`src/rtl/reg_file_2r1w.sv`:
```
// 16x16 register file: one synchronous write port, two combinational read ports.
// Optional same-cycle write-to-read bypass is compiled in with `define RF_BYPASS_EN.
module reg_file_2r1w #(
    parameter int WIDTH  = 16,
    parameter int ADDR_W = 4
) (
    input  logic              clk,
    input  logic              rst,
    input  logic [ADDR_W-1:0] SrcReg1,
    input  logic [ADDR_W-1:0] SrcReg2,
    input  logic [ADDR_W-1:0] DstReg,
    input  logic              WriteReg,
    input  logic [WIDTH-1:0]  DstData,
    output logic [WIDTH-1:0]  SrcData1,
    output logic [WIDTH-1:0]  SrcData2
);

    localparam int DEPTH = 2 ** ADDR_W;

    logic [WIDTH-1:0] mem_r [DEPTH];
    logic [DEPTH-1:0] entry_we_s;
    logic [WIDTH-1:0] rd1_s;
    logic [WIDTH-1:0] rd2_s;

    genvar gi;
    generate
        for (gi = 0; gi < DEPTH; gi++) begin : g_entry
            // WriteReg is tested first so an unknown DstReg cannot enable a write while idle.
            always_comb begin
                if (WriteReg) begin
                    entry_we_s[gi] = (DstReg == ADDR_W'(gi));
                end else begin
                    entry_we_s[gi] = 1'b0;
                end
            end

            // Per-entry storage with its own write enable; reset clears it asynchronously.
            always_ff @(posedge clk or posedge rst) begin
                if (rst) begin
                    mem_r[gi] <= {WIDTH{1'b0}};
                end else if (entry_we_s[gi]) begin
                    mem_r[gi] <= DstData;
                end else begin
                    mem_r[gi] <= mem_r[gi];
                end
            end
        end
    endgenerate

    // Read port 1: storage lookup, optional bypass, forced to zero during reset.
    always_comb begin
        rd1_s = mem_r[SrcReg1];
`ifdef RF_BYPASS_EN
        if (WriteReg && (SrcReg1 == DstReg)) begin
            rd1_s = DstData;
        end else begin
            rd1_s = mem_r[SrcReg1];
        end
`endif
        if (rst) begin
            rd1_s = {WIDTH{1'b0}};
        end else begin
            rd1_s = rd1_s;
        end
    end

    // Read port 2: identical behaviour to port 1.
    always_comb begin
        rd2_s = mem_r[SrcReg2];
`ifdef RF_BYPASS_EN
        if (WriteReg && (SrcReg2 == DstReg)) begin
            rd2_s = DstData;
        end else begin
            rd2_s = mem_r[SrcReg2];
        end
`endif
        if (rst) begin
            rd2_s = {WIDTH{1'b0}};
        end else begin
            rd2_s = rd2_s;
        end
    end

    assign SrcData1 = rd1_s;
    assign SrcData2 = rd2_s;

endmodule

```
`config.mk`:
```
export PLATFORM = sky130hd
export DESIGN_NAME = reg_file_2r1w
export DESIGN_NICKNAME = d
export VERILOG_FILES = /design/src/rtl/reg_file_2r1w.sv
export SDC_FILE = /design/constraint.sdc
export NUM_CORES = 1
export LEC_CHECK = 0
export CAP_MARGIN = 10
export CORE_MARGIN = 4
export CORE_UTILIZATION = 42
export CTS_BUF_LIST = sky130_fd_sc_hd__clkbuf_4 sky130_fd_sc_hd__clkbuf_8
export DETAILED_ROUTE_END_ITERATION = 10
export GPL_TIMING_DRIVEN = 1
export PLACE_DENSITY = 0.66
export SYNTH_ARGS = -nofsm -noshare
export SYNTH_HDL_FRONTEND = slang
export SYNTH_SLANG_ARGS = --single-unit
export TNS_END_PERCENT = 5
```
`constraint.sdc`:
```
create_clock -name clk -period 7.67 [get_ports clk]
set_input_delay 0.767 -clock clk [delete_from_list [all_inputs] [get_ports clk]]
set_output_delay 0.767 -clock clk [all_outputs]
set_load 0.05 [all_outputs]
```
== Yosys cells after proc, flatten, opt, wreduce, memory -nomap -nowiden ==
Cells that the tools add are included.

* Bitwise operators: 2
* Reductions and logical operators: 1
* $lt $le $gt $ge: 2
* Eq/ne operators: 15
* Muxes and demuxes: 24

{| class="wikitable"
|+ Operator list
! operator !! number
|-
| $bmux W16 S4 || 2
|-
| $mux W16 || 6
|-
| $eq A4 B4 Y1 const B || 8
|-
| $eq A4 B3 Y1 const B || 4
|-
| $mux W1 || 16
|-
| $ge A5 B5 Y1 const B || 2
|-
| $not A4 Y5 || 2
|-
| $eq A4 B2 Y1 const B || 2
|-
| $eq A4 B1 Y1 const B || 1
|-
| $logic_not A4 Y1 || 1
|}

* Output and inout port bits: 32
* Word-level logic and storage cells: 60
* Input port bits: 31
* Flip-flop bits (word level): 256

== Logic depth before layout (Yosys ltp) ==
* Depth in word-level cells: 5
* Mapped depth: 7
* Gate-level depth less buffers: 4

== Worst setup path before layout ==
Ideal clock, no wire load.

* Path type: input to output
* Start point: input port SrcReg2[2]
* End point: output port SrcData2[4]
* Path slack: 4.104 ns
* Path buffers: 3
* Stages: 7
* Data required time: 6.903 ns
* Arrival: 2.799 ns
* Cell sequence: buf_2 buf_2 nor2_1 buf_2 a22oi_1 nand2_1 o21ai_0

* Cells in the longest elaborated chain, start to end: 5

{| class="wikitable"
|+ Ends and longest elaborated chain
! what !! line !! text
|-
| start: declaration || 10 || <nowiki>input logic [ADDR_W-1:0] SrcReg2,</nowiki>
|-
| $not A4 Y5 (not written as such) || 69 || <nowiki>rd2_s = mem_r[SrcReg2];</nowiki>
|-
| $bmux W16 S4 || 69 ||
|-
| $mux W16 (not written as such) (2 in a row) || 69 ||
|-
| $mux W16 || 77 || <nowiki>if (rst) begin</nowiki>
|-
| end: declaration || 15 || <nowiki>output logic [WIDTH-1:0] SrcData2</nowiki>
|}

Every way passes these cells. The select of a mux whose other input is x is not followed.

== Final worst setup path ==
* Start point: input port SrcReg2[0]
* End point: output port SrcData2[15]

Same word-level chain as after synthesis.

==> results_dict.tcl <==
set metrics [dict create \
    reg.largest.list "mem_r (256)" \
    grt_antenna_before_repair 0 \
    cpMaxStageDelayCell "sky130_fd_sc_hd__clkdlybuf4s50_1" \
    port_buffers 62 \
    ant_nets 0 \
    path_delay_family "buffers and inverters" \
    max_slew_margin_pct 27.65 \
    diodes 0 \
    timing.setup.critical_path_class "input pin to output port" \
    clock_sinks 256 \
    cts.repair_timing.setup_buffer_count 0 \
    starting_density_of_the_core_pct 42.67 \
    viasPerCell 5.956 \
    route.final.wire_length_um 39540 \
    timing.fmax_mhz 211.0 \
    synth_sequential_area_ratio_pct 46.02 \
    finalSetupViolations 0 \
    avgRoutedWirePerCell_um 24.73 \
    yosys_register_bits 256 \
    global_route_wire_length_before_repair_um 61440 \
    worst_hold_slack_across_all_endpoints_ns 0.5179 \
    grt_start_max_net_pins 190 \
    cellPowerDensity_nw_per_um2 263.9 \
    hp-class "flop to flop" \
    worst_pin_slew_ns 1.085 \
    power_mw 4.189 \
    timing.critical_path.arrival_ns 3.97 \
    largest_register_ff_count 256 \
    rsz_0062_raised_after_global_routing "false" \
    detailed_place_hpwl_um 23010 \
    num_rows 66 \
    design.final.nets 1153 \
    post_placement_cell_area_um2 14930 \
    crit_cells 6 \
    dr_total_vias 9523 \
    hold_viol_final 0 \
    syn_avg_cell_area_um2 12.91 \
    finalSetupTns_ns 0 \
    cts.htree.levels 2 \
    top_reg_by_flops "mem_r" \
    leading_cell_types_in_the_layout_fill_and_taps_excluded "256 x sky130_fd_sc_hd__dfrtp_1, 236 x sky130_fd_sc_hd__mux2_2, 176 x sky130_fd_sc_hd__mux2i_1" \
    die_w_um 190.1 \
    cts_hold_buffers 0 \
    sum_of_overflow_across_all_layers_after_global_routing 0 \
    timing.critical_path.from_type "input pin" \
    crit_chain "buf_6 > buf_4 > mux4_2 > a311oi_1 > a21oi_1 > clkdlybuf4s50_1" \
    status "completed" \
    tritoncts "yes" \
    grt_use_total_pct 22.00 \
    mappedNetlistArea_um2 13920 \
    synth.net_count 1109 \
    cpPeakStageDelay_ns 0.71 \
    critical_path_peak_fanout 76 \
    synthesis_to_finish_area_growth_pct 14.04 \
    synth.lib_cells_used.distinct 27 \
    worst-path-buf-inv 3 \
    drc 0 \
    whs_path_depth 1 \
    die_area_um2 36120 \
    post_cts.resized_instances 0 \
    worst-endpoint-required_ns 6.90 \
    drt_first_pass_iters 5 \
    drive_gt1_share_pct 35.70 \
    die_y_um 190.1 \
    static_leakage_nw 6.890 \
    cts_buffer_depth 3 \
    grt_pass1_vias 10030 \
    setup.reg_to_reg.worst_slack_ns 6.84 \
    critPathCaptureType "output port" \
    core_region_area_um2 32620 \
    yosysWarnings 0 \
    root_buffer "sky130_fd_sc_hd__clkbuf_8" \
    fin_worst_skew_ns 0 \
    drv_slew 0 \
    max-vdd-ir-drop_mv 0.1054 \
    cap_violations 0 \
    violation_count_after_the_first_detailed_routing_iteration 596 \
    nFillCells 2973 \
    path_clk_slew_ns 0.06 \
    finalCritPeriodShare_pct 61.78 \
    worst_r2r_path_depth 1 \
    cts_inserted_buffers 44 \
    clkLatencyLatePin_ns 0.55 \
    most_frequent_standard_cell_in_the_layout_excluding_fill_and_tap_cells "sky130_fd_sc_hd__dfrtp_1" \
    postSynthCellCount 1078 \
    top_level_ports 63 \
    non_filler_cell_area_final_um2 15870 \
    fin_crit_ns 4.738 \
    globalplace.congestion 0.7736 \
]
==> kinds of logic after synthesis <==
kind of cell    count (synthesis)  share of synthesized area (%)
buf+inv                        97                          3.380
mux                           472                          39.84
compound gates                117                          6.130
simple gates                  136                          4.629
flops                         256                          46.02
==> synth_stat cells, drive strengths merged <==
master	n	share of area [%]
clkbuf	39	1.1
nor2b	7	0.31
o211ai	7	0.38
mux4	40	6.5
nand2	46	1.2
nand3	36	1.3
nand2b	16	0.72
nand3b	2	0.11
a22oi	82	4.4
mux2i	176	13
or3	2	0.090
buf	56	2.3
mux2	256	21
a21oi	6	0.22
a311oi	6	0.38
dfrtp	256	46
o21ai	10	0.36
nor3b	1	0.090
nor2	24	0.68
inv	2	0.054
o2111ai	6	0.38
and2	2	0.090
==> per-stage QoR <==
stage | worst slack, ns | std cells | utilization, %
final | 2.932 | 1599 | 48.67
after global routing | 2.840 | 1599 | 48.67
after CTS | 2.978 | 1599 | 48.67
after detailed placement | 2.994 | 1518 | 45.78
after global placement | 3.030 | 1518 | 45.78
after floorplan | 3.531 | 1078 | -
==> per-layer routing <==
| metal | wire length, um | global-route usage (%) | vias up |
|---|---|---|---|
| met3 | 2082 | 3.248 | 79 |
| li1 | - | - | 4160 |
| met1 | 17810 | 31.15 | 4991 |
| met5 | 0 | 0 | - |
| met2 | 18590 | 35.34 | 293 |
| met4 | 1056 | 6.594 | 0 |
==> final cells by class <==
| class | count | area, um^2 | area share [%] |
|---|---|---|---|
| well taps | 442 | 553.0 | 3.484 |
| clock inverters | 7 | 42.54 | 0.2680 |
| multi-input cells | 725 | 7098 | 44.72 |
| repair buffers | 93 | 863.3 | 5.439 |
| inverters | 2 | 11.26 | 0.07094 |
| flip-flops and latches | 256 | 6406 | 40.36 |
| clock buffers | 74 | 899.6 | 5.667 |
==> where the power goes <==
part	total, mW	internal, mW	switching (mW)
Clock	1.31	0.739	0.575
Sequential	1.90	1.67	0.230
Combinational	0.977	0.529	0.448
Total	4.19	2.94	1.25
==> worst paths after layout <==
check	endpoint	from
min reg2reg	mem_r[185]	mem_r[185]
max reg2reg	mem_r[52]	mem_r[52]
max in group asynchronous	mem_r[30]	rst
min	mem_r[185]	mem_r[185]
min in group asynchronous	mem_r[71]	rst
max	SrcData2[15]	SrcReg2[0]
(Power assumes the default switching activity.)
==> RTL change 1, RTL diff (same settings) <==
Change the parameter `WIDTH` from 16 to 24.
--- a/src/rtl/reg_file_2r1w.sv
+++ b/src/rtl/reg_file_2r1w.sv
@@ -1,7 +1,7 @@
 // 16x16 register file: one synchronous write port, two combinational read ports.
 // Optional same-cycle write-to-read bypass is compiled in with `define RF_BYPASS_EN.
 module reg_file_2r1w #(
-    parameter int WIDTH  = 16,
+    parameter int WIDTH  = 24,
     parameter int ADDR_W = 4
 ) (
     input  logic              clk,
Ports: changed (resized DstData, SrcData1 and SrcData2); port bits go from 63 to 87. No check against the original RTL was run, so the function may have changed too.
==> RTL change 1 against the unedited design <==
- wire length grew 52%
- final cell count grew 43%
- total power is 52% higher
- synthesized area rose by 48%
- core utilization up 0.12 points
- sequential cell count rose by 128
- count of clock-buffer cells in the layout is 38 higher
- first-iteration DRC count up 88%
- cell area increased by 48%
- largest cell class unchanged
- worst setup slack got worse by 600 ps
- non-clock buffer count is 22 higher
==> RTL change 1: results (changes against the unedited design) <==
status: "complete, no violations"
min_period_over_period: 0.696  # +0.0786
r2r_end: "mem_r[78]$_DFFE_PP0P_"
final-clk-cell-share: 0.0625  # +0.00318
p_leak_nw: 10.2  # +48%
drive_gt1_frac: 0.362  # +0.00528
synth_compound_area_frac: 0.0616  # +0.000322
fillers: 4208  # +42%
p_seq_frac: 0.448  # -0.005
grt_pass1_vias: 14543  # +45%
synth_cell_type_count: 28  # +3.7%
num-nonclk-inverters: 3  # +1
cpPeakStageDelay_ps: 1090  # +380 ps
synth_mux_area_frac: 0.413  # +0.0144
grt_pass1_wl_um: 91700  # +49%
seq_area_sq_um: 9610  # +50%
crit_start: "SrcReg2[2]"
wl_met2_um: 28000  # +51%
multiInputGateArea_sq_um: 10500  # +48%
tightest_slew_ps: 1190  # +101 ps
wl_um: 60200  # +52%
buffer_area_frac: 0.0470  # -0.00735
dr.first_iter.drc_count: 1123  # +88%
setup.worst_path.end: "SrcData2[16]"
grt_max_degree: 168  # -12%
viasPerCell: 6.00  # +0.74%
antenna_found_initial: 2  # +2
[RTL change 1: cell types whose count changed after synthesis, sizes merged, moves of 11 or more]
cell | unedited run | this run
a221oi | 0 | 11
mux2 | 256 | 384
a22o | 0 | 18
dfrtp | 256 | 384
buf | 56 | 84
o32ai | 0 | 18
o21ai | 10 | 30
clkbuf | 39 | 59
mux4 | 40 | 70
mux2i | 176 | 262
[RTL change 1: metrics by stage]
| step | util | instance area [sq um] | cells | TNS, ps | power (mW) |
|---|---|---|---|---|---|
| after floorplan | - | 20700 | 1535 | -21270 | 3.94 |
| after global placement | 0.457 | 22000 | 2163 | 0 | 4.30 |
| after detailed placement | 0.457 | 22000 | 2163 | 0 | 4.36 |
| after CTS | 0.488 | 23500 | 2282 | 0 | 6.41 |
| after global routing | 0.488 | 23500 | 2282 | 0 | 6.69 |
| final | 0.488 | 23500 | 2282 | 0 | 6.37 |
==> RTL change 2, RTL diff (config.mk and constraints unchanged) <==
Without the edit above. Register the outputs `SrcData1` and `SrcData2`, without a reset; this adds one clock of latency there.
--- a/src/rtl/reg_file_2r1w.sv
+++ b/src/rtl/reg_file_2r1w.sv
@@ -81,8 +81,10 @@
         end
     end
 
-    assign SrcData1 = rd1_s;
-    assign SrcData2 = rd2_s;
+    always_ff @(posedge clk) begin
+        SrcData1 <= rd1_s;
+        SrcData2 <= rd2_s;
+    end
 
 endmodule
 
Formal check against the unedited RTL: not equivalent (Yosys sat finds a counterexample within 4 cycles, from zero or initial values and one cycle with rst high).
==> RTL change 2 against the unedited design <==
- worst setup slack gained 1700 ps
- clock power grew 9%
- synthesized area increased by 4.2%
- cell area up 3.8%
- global-route usage down 1.4 points
- sequential power grew 11%
- sequential cell count increased by 32
- wire length fell by 0.89%
- total power up 8.0%
- critical path type is now primary input to register
==> RTL change 2: results (changes against the unedited design) <==
status: "complete, no violations"
syn-instance-count: 1010  # -6.3%
reg_top3: "mem_r x256, SrcData1 x16, SrcData2 x16"
pre_cts_ws_ps: 4030  # +1030 ps
syn_nets: 1041  # -6.1%
reg2regPathDepth: 3  # +2
stdcell_count: 1546  # -3.3%
crit_arrival_ps: 3480  # -490 ps
min-delay-start: "mem_r[213]$_DFFE_PP0P_"
r2r_end: "SrcData2[7]$_SDFF_PP0_"
grt_pass1_wl_um: 60000  # -2.3%
synth_cell_type_count: 37  # +37%
fin_skew_ps: 29.5  # +29.5 ps
hold_path_end: "mem_r[213]$_DFFE_PP0P_"
synth.cells.most_frequent: "dfrtp_1 (256), mux2_2 (225), mux2i_1 (130), mux4_2 (75), a22oi_1 (42)"
nNetsFinal: 1090  # -5.5%
gp_congestion: 0.777  # +0.40%
fillers: 2952  # -0.71%
seq_area_frac_synth: 0.486  # +0.0255
numCtsBuffers: 50  # +14%
viasPerCell: 5.91  # -0.82%
place_hpwl_um: 22200  # -3.3%
p_leak_nw: 7.04  # +2.2%
dpl_cell_area_sq_um: 15400  # +3.4%
worst_hold_slack_ps: 518  # +0.255 ps
grt.total_usage: 0.206  # -0.0141
async_flop_share: 0.889  # -0.111
wl_um: 39200  # -0.89%
relSlewSlack: 0.181  # -0.0956
insertion_delay_ps: 590  # +40 ps
## RTL change 2: cell types whose count changed after synthesis, moves of 11 or more
cell and change:
o21ai_0 +12, mux2_4 +20, nand2_1 -23, dfxtp_1 +32
nand2b_1 -12, nand3_1 -33, mux4_2 +35, a22oi_1 -40
mux2_2 -11, mux2i_1 -46
## RTL change 2: worst max-delay path by stage
stage / from / endpoint / cells past startpoint / slack (ps)
floorplan: rst / SrcData1[11]$_SDFF_PP0_ / 4 / 1990
global placement: SrcReg1[1] / SrcData1[0]$_SDFF_PP0_ / 4 / 4070
detailed placement: SrcReg1[1] / SrcData1[0]$_SDFF_PP0_ / 4 / 4030
CTS: SrcReg1[1] / SrcData1[0]$_SDFF_PP0_ / 4 / 4630
global route: SrcReg1[1] / SrcData1[0]$_SDFF_PP0_ / 4 / 4470
finish: SrcReg1[1] / SrcData1[0]$_SDFF_PP0_ / 4 / 4590
## RTL change 2: logic make-up (layout without fill, tap and decap cells)
kind of cell / after synthesis / after routing / share of synthesized area
other: 0 / 1 / 0
AO/OA/AOI/OAI: 104 / 104 / 0.0508
buffers and inverters: 90 / 177 / 0.0304
flip-flops: 288 / 288 / 0.486
AND/OR/NAND/NOR: 67 / 67 / 0.0230
multiplexers: 461 / 461 / 0.410
## RTL change 2: final cells by class
class | count | share of cell area
antenna | 1 | 0.000152
sequential | 288 | 0.428
inverter | 3 | 0.000912
tap | 448 | 0.0340
clock inverter | 5 | 0.00205
timing repair buffer | 84 | 0.0476
clock buffer | 85 | 0.0596
multi-input combinational | 632 | 0.428
## RTL change 2: per-layer routing
metal | part of all wire | global-route usage | vias up
met5 | 0 | 0 | -
met4 | 0.029 | 0.0635 | 0
met3 | 0.055 | 0.0387 | 80
met2 | 0.48 | 0.341 | 287
met1 | 0.43 | 0.277 | 4821
li1 | - | - | 3944
## RTL change 2: worst max-delay path: stages
cell and delay (ps):
clkdlybuf4s50_1 1100, clkinv_1 1050, o21ai_0 420, o21ai_0 130
## RTL change 2: where the power goes
part	total [mW]	switching, mW	internal, mW
Sequential	2.10	0.243	1.86
Clock	1.43	0.625	0.801
Combinational	0.999	0.424	0.575
Total	4.53	1.29	3.23
